[config.mk]
export PLATFORM = sky130hd
export DESIGN_NAME = adam_axil_apb_bridge_to
export DESIGN_NICKNAME = d
export VERILOG_FILES = /design/src/rtl/adam_axil_apb_bridge_pkg.sv /design/src/rtl/adam_axil_apb_bridge_decode.sv /design/src/rtl/adam_axil_apb_bridge_to.sv
export SDC_FILE = /design/constraint.sdc
export NUM_CORES = 1
export LEC_CHECK = 0
export CAP_MARGIN = 10
export CORE_AREA = 2 2 702 704
export CTS_BUF_LIST = sky130_fd_sc_hd__clkbuf_4
export DETAILED_ROUTE_END_ITERATION = 12
export DIE_AREA = 0 0 704 706
export PLACE_DENSITY = 0.3
export REMOVE_ABC_BUFFERS = 1
export SLEW_MARGIN = 25
export SYNTH_ARGS = -nofsm -noshare
export SYNTH_HDL_FRONTEND = slang
export SYNTH_SLANG_ARGS = --single-unit
export TNS_END_PERCENT = 1
[constraint.sdc]
create_clock -name clk -period 5.52 [get_ports clk]
set_clock_uncertainty 0.05 [all_clocks]
set_input_delay 1.104 -clock clk [delete_from_list [all_inputs] [get_ports clk]]
set_output_delay 1.104 -clock clk [all_outputs]
set_load 0.05 [all_outputs]
[src/rtl/adam_axil_apb_bridge_pkg.sv]
// ============================================================================
// Module   : adam_axil_apb_bridge_pkg
// Brief    : Shared FSM states, response codes and decode rule type.
// Revision : 1.0
// ============================================================================
`default_nettype none

package adam_axil_apb_bridge_pkg;

  typedef enum logic [2:0] {
    PAUSED = 3'd0,
    IDLE   = 3'd1,
    SETUP  = 3'd2,
    ACCESS = 3'd3,
    RESP   = 3'd4
  } state_e;

  localparam logic [1:0] OKAY   = 2'b00;
  localparam logic [1:0] SLVERR = 2'b10;
  localparam logic [1:0] DECERR = 2'b11;

  // end_addr is exclusive
  typedef struct packed {
    logic [31:0] idx;
    logic [31:0] start_addr;
    logic [31:0] end_addr;
  } rule_t;

endpackage

`default_nettype wire

[src/rtl/adam_axil_apb_bridge_decode.sv]
// ============================================================================
// Module   : adam_axil_apb_bridge_decode
// Brief    : Combinational address matcher; first matching rule wins.
// Revision : 1.0
// ============================================================================
`default_nettype none

module adam_axil_apb_bridge_decode
  import adam_axil_apb_bridge_pkg::*;
#(
  parameter int  ADDR_WIDTH = 32,
  parameter int  NO_APBS    = 8,
  parameter type RULE_T     = adam_axil_apb_bridge_pkg::rule_t,
  localparam int IDX_W      = (NO_APBS > 1) ? $clog2(NO_APBS) : 1
) (
  input  logic [ADDR_WIDTH-1:0] addr,
  input  RULE_T [NO_APBS-1:0]   addr_map,
  output logic                  hit,
  output logic [IDX_W-1:0]      idx
);

  // Scan from the top so the lowest matching rule index is the one kept.
  always_comb begin
    hit = 1'b0;
    idx = '0;
    for (int i = NO_APBS - 1; i >= 0; i--) begin
      if ((addr >= addr_map[i].start_addr) && (addr < addr_map[i].end_addr) &&
          (addr_map[i].idx < 32'(NO_APBS))) begin
        hit = 1'b1;
        idx = IDX_W'(addr_map[i].idx);
      end
    end
  end

endmodule

`default_nettype wire

[src/rtl/adam_axil_apb_bridge_to.sv]
// ============================================================================
// Module   : adam_axil_apb_bridge_to
// Brief    : AXI-Lite slave to multi-port APB master bridge with round-robin
//            read/write arbitration, access timeout, decode errors and pause.
// Revision : 1.0
// ============================================================================
`default_nettype none

module adam_axil_apb_bridge_to
  import adam_axil_apb_bridge_pkg::*;
#(
  parameter int  ADDR_WIDTH     = 32,
  parameter int  DATA_WIDTH     = 32,
  parameter int  NO_APBS        = 8,
  parameter int  TIMEOUT_CYCLES = 255,
  parameter type RULE_T         = adam_axil_apb_bridge_pkg::rule_t,
  localparam int STRB_WIDTH     = DATA_WIDTH / 8
) (
  input  logic                                  clk,
  input  logic                                  rst,
  input  logic                                  test,
  input  logic                                  pause_req,
  output logic                                  pause_ack,

  input  logic [ADDR_WIDTH-1:0]                 axil_awaddr,
  input  logic [2:0]                            axil_awprot,
  input  logic                                  axil_awvalid,
  output logic                                  axil_awready,
  input  logic [DATA_WIDTH-1:0]                 axil_wdata,
  input  logic [STRB_WIDTH-1:0]                 axil_wstrb,
  input  logic                                  axil_wvalid,
  output logic                                  axil_wready,
  output logic [1:0]                            axil_bresp,
  output logic                                  axil_bvalid,
  input  logic                                  axil_bready,
  input  logic [ADDR_WIDTH-1:0]                 axil_araddr,
  input  logic [2:0]                            axil_arprot,
  input  logic                                  axil_arvalid,
  output logic                                  axil_arready,
  output logic [DATA_WIDTH-1:0]                 axil_rdata,
  output logic [1:0]                            axil_rresp,
  output logic                                  axil_rvalid,
  input  logic                                  axil_rready,

  output logic [NO_APBS-1:0]                    apb_psel,
  output logic [NO_APBS-1:0]                    apb_penable,
  output logic [NO_APBS-1:0][ADDR_WIDTH-1:0]    apb_paddr,
  output logic [NO_APBS-1:0]                    apb_pwrite,
  output logic [NO_APBS-1:0][DATA_WIDTH-1:0]    apb_pwdata,
  output logic [NO_APBS-1:0][STRB_WIDTH-1:0]    apb_pstrb,
  output logic [NO_APBS-1:0][2:0]               apb_pprot,
  input  logic [NO_APBS-1:0][DATA_WIDTH-1:0]    apb_prdata,
  input  logic [NO_APBS-1:0]                    apb_pready,
  input  logic [NO_APBS-1:0]                    apb_pslverr,

  input  RULE_T [NO_APBS-1:0]                   addr_map
);

  localparam int c_IDX_W = (NO_APBS > 1) ? $clog2(NO_APBS) : 1;
  localparam int c_CNT_W = (TIMEOUT_CYCLES > 0) ? $clog2(TIMEOUT_CYCLES + 1) : 1;
  localparam logic [c_CNT_W-1:0] c_CNT_LAST =
      c_CNT_W'((TIMEOUT_CYCLES > 0) ? TIMEOUT_CYCLES - 1 : 0);
  localparam logic [NO_APBS-1:0] c_SEL_ONE = NO_APBS'(1);

  state_e                  r_state;
  logic [NO_APBS-1:0]      r_psel;
  logic                    r_penable;
  logic [ADDR_WIDTH-1:0]   r_paddr;
  logic [DATA_WIDTH-1:0]   r_pwdata;
  logic [STRB_WIDTH-1:0]   r_pstrb;
  logic [2:0]              r_pprot;
  logic                    r_pwrite;
  logic                    r_is_write;
  logic                    r_last_write;
  logic                    r_bvalid;
  logic                    r_rvalid;
  logic [1:0]              r_resp;
  logic [DATA_WIDTH-1:0]   r_rdata;
  logic                    r_pause_ack;
  logic [c_CNT_W-1:0]      r_cnt;

  logic                    w_idle_go;
  logic                    w_grant_wr;
  logic                    w_grant_rd;
  logic [ADDR_WIDTH-1:0]   w_dec_addr;
  logic                    w_hit;
  logic [c_IDX_W-1:0]      w_idx;
  logic                    w_pready;
  logic                    w_pslverr;
  logic [DATA_WIDTH-1:0]   w_prdata;
  logic                    w_timeout;
  logic                    w_unused;

  assign w_unused = test;

  // Pause beats pending requests; on a conflict serve the kind not served last.
  assign w_idle_go  = (r_state == IDLE) && !pause_req;
  assign w_grant_wr = w_idle_go && axil_awvalid && axil_wvalid &&
                      (!axil_arvalid || !r_last_write);
  assign w_grant_rd = w_idle_go && axil_arvalid && !w_grant_wr;
  assign w_dec_addr = w_grant_wr ? axil_awaddr : axil_araddr;

  adam_axil_apb_bridge_decode #(
    .ADDR_WIDTH (ADDR_WIDTH),
    .NO_APBS    (NO_APBS),
    .RULE_T     (RULE_T)
  ) u_decode (
    .addr     (w_dec_addr),
    .addr_map (addr_map),
    .hit      (w_hit),
    .idx      (w_idx)
  );

  assign w_pready  = |(apb_pready & r_psel);
  assign w_pslverr = |(apb_pslverr & r_psel);
  assign w_timeout = (TIMEOUT_CYCLES != 0) && (r_cnt == c_CNT_LAST);

  always_comb begin
    w_prdata = '0;
    for (int i = 0; i < NO_APBS; i++) begin
      if (r_psel[i]) w_prdata = w_prdata | apb_prdata[i];
    end
  end

  always_ff @(posedge clk) begin
    if (rst) begin
      r_state      <= PAUSED;
      r_psel       <= '0;
      r_penable    <= 1'b0;
      r_paddr      <= '0;
      r_pwdata     <= '0;
      r_pstrb      <= '0;
      r_pprot      <= '0;
      r_pwrite     <= 1'b0;
      r_is_write   <= 1'b0;
      r_last_write <= 1'b1;
      r_bvalid     <= 1'b0;
      r_rvalid     <= 1'b0;
      r_resp       <= OKAY;
      r_rdata      <= '0;
      r_pause_ack  <= 1'b1;
      r_cnt        <= '0;
    end else begin
      unique case (r_state)
        PAUSED: begin
          if (!pause_req) begin
            r_state     <= IDLE;
            r_pause_ack <= 1'b0;
          end
        end
        IDLE: begin
          if (pause_req) begin
            r_state     <= PAUSED;
            r_pause_ack <= 1'b1;
          end else if (w_grant_wr || w_grant_rd) begin
            r_is_write   <= w_grant_wr;
            r_last_write <= w_grant_wr;
            r_paddr      <= w_dec_addr;
            r_pwrite     <= w_grant_wr;
            r_pwdata     <= w_grant_wr ? axil_wdata : '0;
            r_pstrb      <= w_grant_wr ? axil_wstrb : '0;
            r_pprot      <= w_grant_wr ? axil_awprot : axil_arprot;
            if (w_hit) begin
              r_psel  <= c_SEL_ONE << w_idx;
              r_state <= SETUP;
            end else begin
              r_resp  <= DECERR;
              if (!w_grant_wr) r_rdata <= '0;
              r_state <= RESP;
            end
          end
        end
        SETUP: begin
          r_penable <= 1'b1;
          r_cnt     <= '0;
          r_state   <= ACCESS;
        end
        ACCESS: begin
          if (w_pready) begin
            r_psel    <= '0;
            r_penable <= 1'b0;
            r_resp    <= w_pslverr ? SLVERR : OKAY;
            if (!r_is_write) r_rdata <= w_pslverr ? '0 : w_prdata;
            r_state   <= RESP;
          end else if (w_timeout) begin
            r_psel    <= '0;
            r_penable <= 1'b0;
            r_resp    <= SLVERR;
            if (!r_is_write) r_rdata <= '0;
            r_state   <= RESP;
          end else if (r_cnt != '1) begin
            r_cnt <= r_cnt + 1'b1;
          end
        end
        RESP: begin
          // Valid rises one cycle after entry and holds until the handshake.
          if (r_is_write) begin
            if (!r_bvalid) begin
              r_bvalid <= 1'b1;
            end else if (axil_bready) begin
              r_bvalid <= 1'b0;
              r_state  <= IDLE;
            end
          end else begin
            if (!r_rvalid) begin
              r_rvalid <= 1'b1;
            end else if (axil_rready) begin
              r_rvalid <= 1'b0;
              r_state  <= IDLE;
            end
          end
        end
        default: r_state <= PAUSED;
      endcase
    end
  end

  assign pause_ack    = r_pause_ack;
  assign axil_awready = w_grant_wr;
  assign axil_wready  = w_grant_wr;
  assign axil_arready = w_grant_rd;
  assign axil_bvalid  = r_bvalid;
  assign axil_bresp   = r_resp;
  assign axil_rvalid  = r_rvalid;
  assign axil_rresp   = r_resp;
  assign axil_rdata   = r_rdata;

  for (genvar g = 0; g < NO_APBS; g++) begin : g_apb
    assign apb_psel[g]    = r_psel[g];
    assign apb_penable[g] = r_penable & r_psel[g];
    assign apb_paddr[g]   = r_paddr;
    assign apb_pwrite[g]  = r_pwrite;
    assign apb_pwdata[g]  = r_pwdata;
    assign apb_pstrb[g]   = r_pstrb;
    assign apb_pprot[g]   = r_pprot;
  end

endmodule

`default_nettype wire

==> results.json, run 1 <==
{
  "ys_async_sr_fraction": 0,
  "final_common_cell": "clkdlybuf4s50_1",
  "p_comb_frac": 0.665,
  "final_nets": 6708,
  "slew_violations": 0,
  "power.leakage_nw": 20.4,
  "cp_data_required_time_ps": 6130,
  "rows": 257,
  "cp_max_fo": 16,
  "io_buffer_count": 1787,
  "grt_max_degree": 78,
  "io_pins": 1789,
  "multiInputGateArea_mm2": 0.0164,
  "power.density_mw_per_mm2": 103,
  "layout_common_cells": "clkdlybuf4s50_1, inv_1, ha_1",
  "synth_mux_area_frac": 0.00206,
  "area_growth_pct": 115,
  "synth_top_family_by_area": "adder cells",
  "totalWireLength_um": 308000,
  "synth_area_mm2": 0.0243,
  "switching_power_w": 0.00244,
  "antenna_found_initial": 268,
  "drc_errors": 0,
  "arrival_ps": 6030,
  "max_freq_mhz": 184,
  "grt-ovfl-total": 0,
  "totalNegativeSetupSlack_ps": 0,
  "drtIter0Drc": 1623,
  "dp_hpwl_um": 282000,
  "grt_setup_unrepaired": "yes",
  "fp.coreArea_mm2": 0.489,
  "yosysSeqAreaShare": 0.107,
  "n_fill_cell": 56400,
  "cts_tree": "built",
  "swShare": 0.455,
  "via_per_inst": 2.76,
  "placed_cells": 11500,
  "dr.pass1.iters": 5,
  "setup_violations": 0,
  "path_clk_slew_ps": 110,
  "gp_congestion": 0.854,
  "die_h_um": 706,
  "num_vias": 31900,
  "ys_ff_latch": 130,
  "p_seq_frac": 0.188,
  "clk_latency_ps": 790,
  "start_util": 0.0496,
  "synth-simple-area-share": 0.162,
  "ys_types": 75,
  "clkSinkCount": 130,
  "crit_path_end_kind": "flop",
  "clkPwrFrac": 0.147,
  "ant_nets": 0,
  "synth-adder-area-share": 0.261,
  "finalHoldViolations": 0,
  "cts_root_buffer": "clkbuf_4",
  "yosys_warnings": 0,
  "period_minus_slack_ps": 5420,
  "syn_avg_cell_area_um2": 7.27,
  "grt_pass1_wl_um": 379000,
  "synth-main-ff-cell": "dfxtp_1",
  "htreeDepth": 4,
  "fin_crit_sh": 0.982,
  "hold_buffers": 0,
  "synth_xor_area_frac": 0.00180,
  "stdcell_count": 11600,
  "cts-buffers-inserted": 25,
  "die_w_um": 704,
  "first_global_vias": 34000,
  "synth_edf_count": 0,
  "netlist_instances": 3340,
  "wire_per_inst_um": 26.6,
  "drv_cap": 0,
  "synth_compound_area_frac": 0.214,
  "grt_usage": 0.119,
  "dieArea_mm2": 0.497,
  "layout-drive-gt1-share": 0.133,
  "power.internal_w": 0.00292,
  "cts_buffer_depth": 3,
  "worstMarginPinSlew_ps": 1060,
  "ir_worst_vdd_mv": 0.0767,
  "seq_area_mm2": 0.00262,
  "status": "finished clean",
  "relSlewSlack": 0.291,
  "path_class": "input port to flop",
  "start_kind": "input port",
  "hold_class": "flop to flop"
}
-- worst paths after layout --
path                                     start             end  slack, ps  cells past startpoint
worst max-delay path                 pause_req     apb_psel[6]        100                     23
worst min register to register  axil_rdata[17]  axil_rdata[17]        440                      2
worst max register to register      r_state[2]     apb_psel[6]        120                     23
worst min-delay path            axil_rdata[17]  axil_rdata[17]        440                      2
-- registers in the layout (all words and copies together) (netlist names) --
| name | flops |
|---|---|
| axil_rdata | 32 |
| r_paddr | 32 |
| r_pwdata | 32 |
| apb_psel | 8 |
| r_cnt | 8 |
| r_pstrb | 4 |
| r_pprot | 3 |
| r_state | 3 |
| axil_bresp | 2 |
| axil_bvalid | 1 |
| axil_rvalid | 1 |
| pause_ack | 1 |
| r_is_write | 1 |
| r_last_write | 1 |
| r_penable | 1 |
-- worst max-delay path, cell delays in order --
cell	delay (ps)
dlygate4sd2_1	270
nor4b_4	300
nand3_4	110
buf_12	160
buf_12	160
buf_12	140
nand2_1	80
nand2_2	70
buf_12	140
buf_4	130
ha_1	260
o21a_1	180
o211ai_1	470
buf_4	250
nor2_1	50
buf_4	120
a221o_1	360
or3_4	390
buf_4	170
o311ai_4	320
a211oi_2	120
a2111o_1	440
o2bb2ai_1	160
-- cell usage after synthesis (7+ instances only) --
library cell / number / share of area
a21oi_1: 220 / 0.045
a22oi_1: 171 / 0.053
a211o_1: 10 / 0.0036
buf_4: 509 / 0.16
nor2b_1: 11 / 0.0028
o22ai_1: 7 / 0.0018
nand2b_1: 12 / 0.0031
and3_1: 12 / 0.0031
dfxtp_1: 130 / 0.11
nand3_1: 54 / 0.011
clkbuf_1: 76 / 0.012
a211oi_1: 35 / 0.011
nor2_1: 130 / 0.020
nor4_1: 70 / 0.018
o211ai_1: 27 / 0.0083
nand2_1: 298 / 0.046
or3_1: 11 / 0.0028
and2_1: 13 / 0.0033
a31oi_1: 10 / 0.0026
nand4_1: 123 / 0.032
a221o_1: 7 / 0.0029
o2111ai_1: 12 / 0.0043
ha_1: 506 / 0.26
a2111oi_0: 13 / 0.0047
o21a_1: 13 / 0.0040
nor3_1: 23 / 0.0047
o21ai_0: 107 / 0.022
o2bb2ai_1: 9 / 0.0032
inv_1: 527 / 0.081
a21o_1: 62 / 0.019
and4_1: 16 / 0.0058
a221oi_1: 11 / 0.0040
-- through the flow --
step	utilization	instance area (um^2)	power (W)	setup slack, ps	hold slack [ps]
floorplan	-	20100	0.00221	-2120	385
global placement	0.104	50900	0.00461	-2490	399
detailed placement	0.104	50900	0.00461	-2500	400
CTS	0.105	51600	0.00556	3.96	434
global route	0.107	52200	0.00578	-27.0	471
finish	0.107	52200	0.00536	99.5	442
-- power groups by stage --
stage	registers [W]	logic, W	clock network [W]
6_report	0.00101	0.00357	0.000789
2_1_floorplan	0.00137	0.000842	0
3_5_place_dp	0.00103	0.00358	0
5_1_grt	0.00101	0.00386	0.000909
4_1_cts	0.00101	0.00364	0.000907
3_3_place_gp	0.00103	0.00358	0
-- area by class of cell --
| type | instances | area share |
|---|---|---|
| timing repair buffer | 2271 | 0.435 |
| multi-input combinational | 2091 | 0.315 |
| tap | 6475 | 0.155 |
| sequential | 130 | 0.0502 |
| inverter | 528 | 0.0382 |
| clock buffer | 29 | 0.00417 |
| antenna | 51 | 0.00244 |
| clock inverter | 4 | 0.000383 |
-- timing repair --
item / 4_1_cts / 5_1_grt
resized for setup: 72 / 92
pin swaps: 22 / 34
endpoints found under the setup margin: 44 / 44
buffers inserted: 11 / 7
gates cloned: 0 / 2
-- kinds of logic after synthesis --
family                     count (synthesis)
AOI/OAI and AO/OA                        778
xor gates and xnor gates                   5
adders and majority gates                506
buffers and inverters                   1119
DFF                                      130
muxes                                      5
and+or+nand+nor                          797
-- layer usage --
metal | GRT usage | routed length (um)
met3 | 0.0374 | 23800
met5 | 0 | 633
met1 | 0.132 | 120000
met2 | 0.217 | 156000
met4 | 0.0303 | 8710
(Power assumes the default switching activity.)
==> run 2: changes to the inputs <==
--- a/config.mk
+++ b/config.mk
@@ -6,12 +6,15 @@
 export NUM_CORES = 1
 export LEC_CHECK = 0
 export CAP_MARGIN = 10
-export CORE_AREA = 2 2 702 704
+export CELL_PAD_IN_SITES_DETAIL_PLACEMENT = 1
+export CELL_PAD_IN_SITES_GLOBAL_PLACEMENT = 1
+export CORE_AREA = 2 2 695 697
 export CTS_BUF_LIST = sky130_fd_sc_hd__clkbuf_4
 export DETAILED_ROUTE_END_ITERATION = 12
-export DIE_AREA = 0 0 704 706
-export PLACE_DENSITY = 0.3
+export DIE_AREA = 0 0 697 699
+export PLACE_DENSITY = 0.33
 export REMOVE_ABC_BUFFERS = 1
+export SKIP_LAST_GASP = 1
 export SLEW_MARGIN = 25
 export SYNTH_ARGS = -nofsm -noshare
 export SYNTH_HDL_FRONTEND = slang
==> constraint.sdc (replaced) <==
create_clock -name clk -period 4.9 [get_ports clk]
set_clock_uncertainty 0.05 [all_clocks]
set_input_delay 0.98 -clock clk [delete_from_list [all_inputs] [get_ports clk]]
set_output_delay 0.98 -clock clk [all_outputs]
set_load 0.05 [all_outputs]
==> run 2 against run 1 <==
  * The flow now finishes with violations (setup timing)
  * Die area decreased by 2.0%
  * Clock-buffer cell count down 1
  * Combinational power increased by 16%
  * Core utilization increased by 0.28 points
  * Sequential cell count is the same
  * Critical path type unchanged
==> results.json, run 2 (same netlist as run 1, synthesis figures left out) <==
{
  "status": "finished, violations left",
  "failed_checks": "setup timing",
  "first_global_vias": 35300,
  "holdWs_ps": 430,
  "path_class": "input port to flop",
  "relSlewSlack": 0.362,
  "die_h_um": 699,
  "wire_per_inst_um": 26.1,
  "cp_max_fo": 14,
  "via_per_inst": 2.75,
  "setup_ws_ps": -647,
  "drc_errors": 0,
  "layout-drive-gt1-share": 0.139,
  "hold_class": "flop to flop",
  "num_vias": 31900,
  "arrival_ps": 6130,
  "regToRegSetupSlack_ps": -550,
  "utilization": 0.110,
  "htreeDepth": 4,
  "ir_worst_vdd_mv": 0.118,
  "cp_data_required_time_ps": 5480,
  "path_clk_slew_ps": 120,
  "multiInputGateArea_mm2": 0.0162,
  "drv_cap": 0,
  "layout_common_cells": "clkdlybuf4s50_1, inv_1, ha_1",
  "grt_usage": 0.120,
  "seq_area_mm2": 0.00262,
  "slew_violations": 0,
  "dp_hpwl_um": 274000,
  "finalHoldViolations": 0,
  "area_growth_pct": 117,
  "totalWireLength_um": 303000,
  "power.density_mw_per_mm2": 118,
  "die_w_um": 697,
  "power.leakage_nw": 20.7,
  "rows": 255,
  "final_common_cell": "clkdlybuf4s50_1",
  "period_minus_slack_ps": 5550,
  "gp_congestion": 0.871,
  "grt_pass1_wl_um": 380000,
  "crit_path_end_kind": "flop",
  "clkSinkCount": 130,
  "drtIter0Drc": 1127,
  "dieArea_mm2": 0.487,
  "cts_buffer_depth": 3,
  "ant_nets": 0,
  "fin_crit_sh": 1.13,
  "worstMarginPinSlew_ps": 957,
  "cts-buffers-inserted": 25,
  "start_kind": "input port",
  "cts_root_buffer": "clkbuf_4",
  "n_fill_cell": 57000,
  "start_util": 0.0506,
  "setup_violations": 44,
  "antenna_found_initial": 201,
  "cts_tree": "built",
  "io_buffer_count": 1787,
  "dr.pass1.iters": 5,
  "grt_max_degree": 70,
  "hold_buffers": 0,
  "grt-ovfl-total": 0,
  "io_pins": 1789,
  "grt_setup_unrepaired": "yes",
  "clk_latency_ps": 830,
  "final_nets": 6775,
  "fp.coreArea_mm2": 0.480,
  "max_freq_mhz": 180
}
==> run 2: cell types whose count changed in the layout (fill, tap and decap cells not counted), moves of 5 or more <==
cell / change
ha_1: +7
buf_6: -5
ha_4: -6
buf_4: +55
a211oi_1: +5
clkdlybuf4s50_1: -5
diode_2: -7
o21ai_1: +15
nor4_1: +5
nand2_4: -5
buf_12: +15
o21ai_0: -17
==> run 2: per-stage QoR <==
stage                     setup TNS, ps  instances  setup WS (ps)  instance area, um^2  power [W]
final                            -25110      11600           -647                52600    0.00619
after global routing             -34320      11600           -903                52600    0.00669
after CTS                        -26330      11500           -656                52500    0.00650
after detailed placement        -123940      11500          -2980                51300    0.00529
after global placement          -155910      11500          -3690                51300    0.00525
after floorplan                 -107400       2749          -2620                20100    0.00249
==> run 2: path summary, 6_finish.rpt <==
| kind | from | to | depth (start not counted) |
|---|---|---|---|
| worst max-delay path | pause_req | apb_psel[5] | 26 |
| worst min-delay path | axil_rdata[9] | axil_rdata[9] | 2 |
| worst min register to register | axil_rdata[9] | axil_rdata[9] | 2 |
| worst max register to register | r_state[1] | apb_psel[5] | 25 |
==> run 2: cell type report <==
type / count / area share
Antenna cell: 44 / 0.00209
Clock buffer: 28 / 0.00399
Clock inverter: 5 / 0.000499
Inverter: 528 / 0.0377
Multi-Input combinational cell: 2091 / 0.307
Sequential cell: 130 / 0.0497
Tap cell: 6425 / 0.153
Timing Repair Buffer: 2338 / 0.446
==> run 2: timing repair <==
action,CTS,global route
gates cloned,4,0
pin swaps,27,8
setup endpoints to repair,44,44
setup buffers,35,0
resized for setup,120,17
==> run 2: layer usage <==
metal,share of wire,up-vias,global-route usage
met5,0.0019,-,0
met2,0.52,1206,0.226
li1,-,14900,-
met1,0.39,15400,0.132
met4,0.027,92,0.0279
met3,0.064,348,0.0321
==> run 2: report_power, final <==
group,switching [W],total (W),leakage (nW),internal [W]
clock network,0.000648,0.000922,0.145,0.000274
logic,0.00212,0.00413,19.5,0.00201
registers,0.0000618,0.00114,1.05,0.00108
==> run 2: critical path, cell delays in order <==
cell,delay [ps]
dlygate4sd2_1,270
nor4b_4,330
buf_12,160
nand3_4,90
buf_12,170
bufbuf_16,300
nand2_1,120
nand2_4,80
buf_12,140
bufbuf_16,270
ha_1,290
buf_4,100
nand4_1,140
nor4_1,330
buf_4,230
a211oi_2,100
buf_4,150
buf_4,120
or3_1,380
buf_4,180
buf_4,150
nor2_1,260
buf_4,190
o31ai_1,90
o211ai_1,310
o2bb2ai_1,120
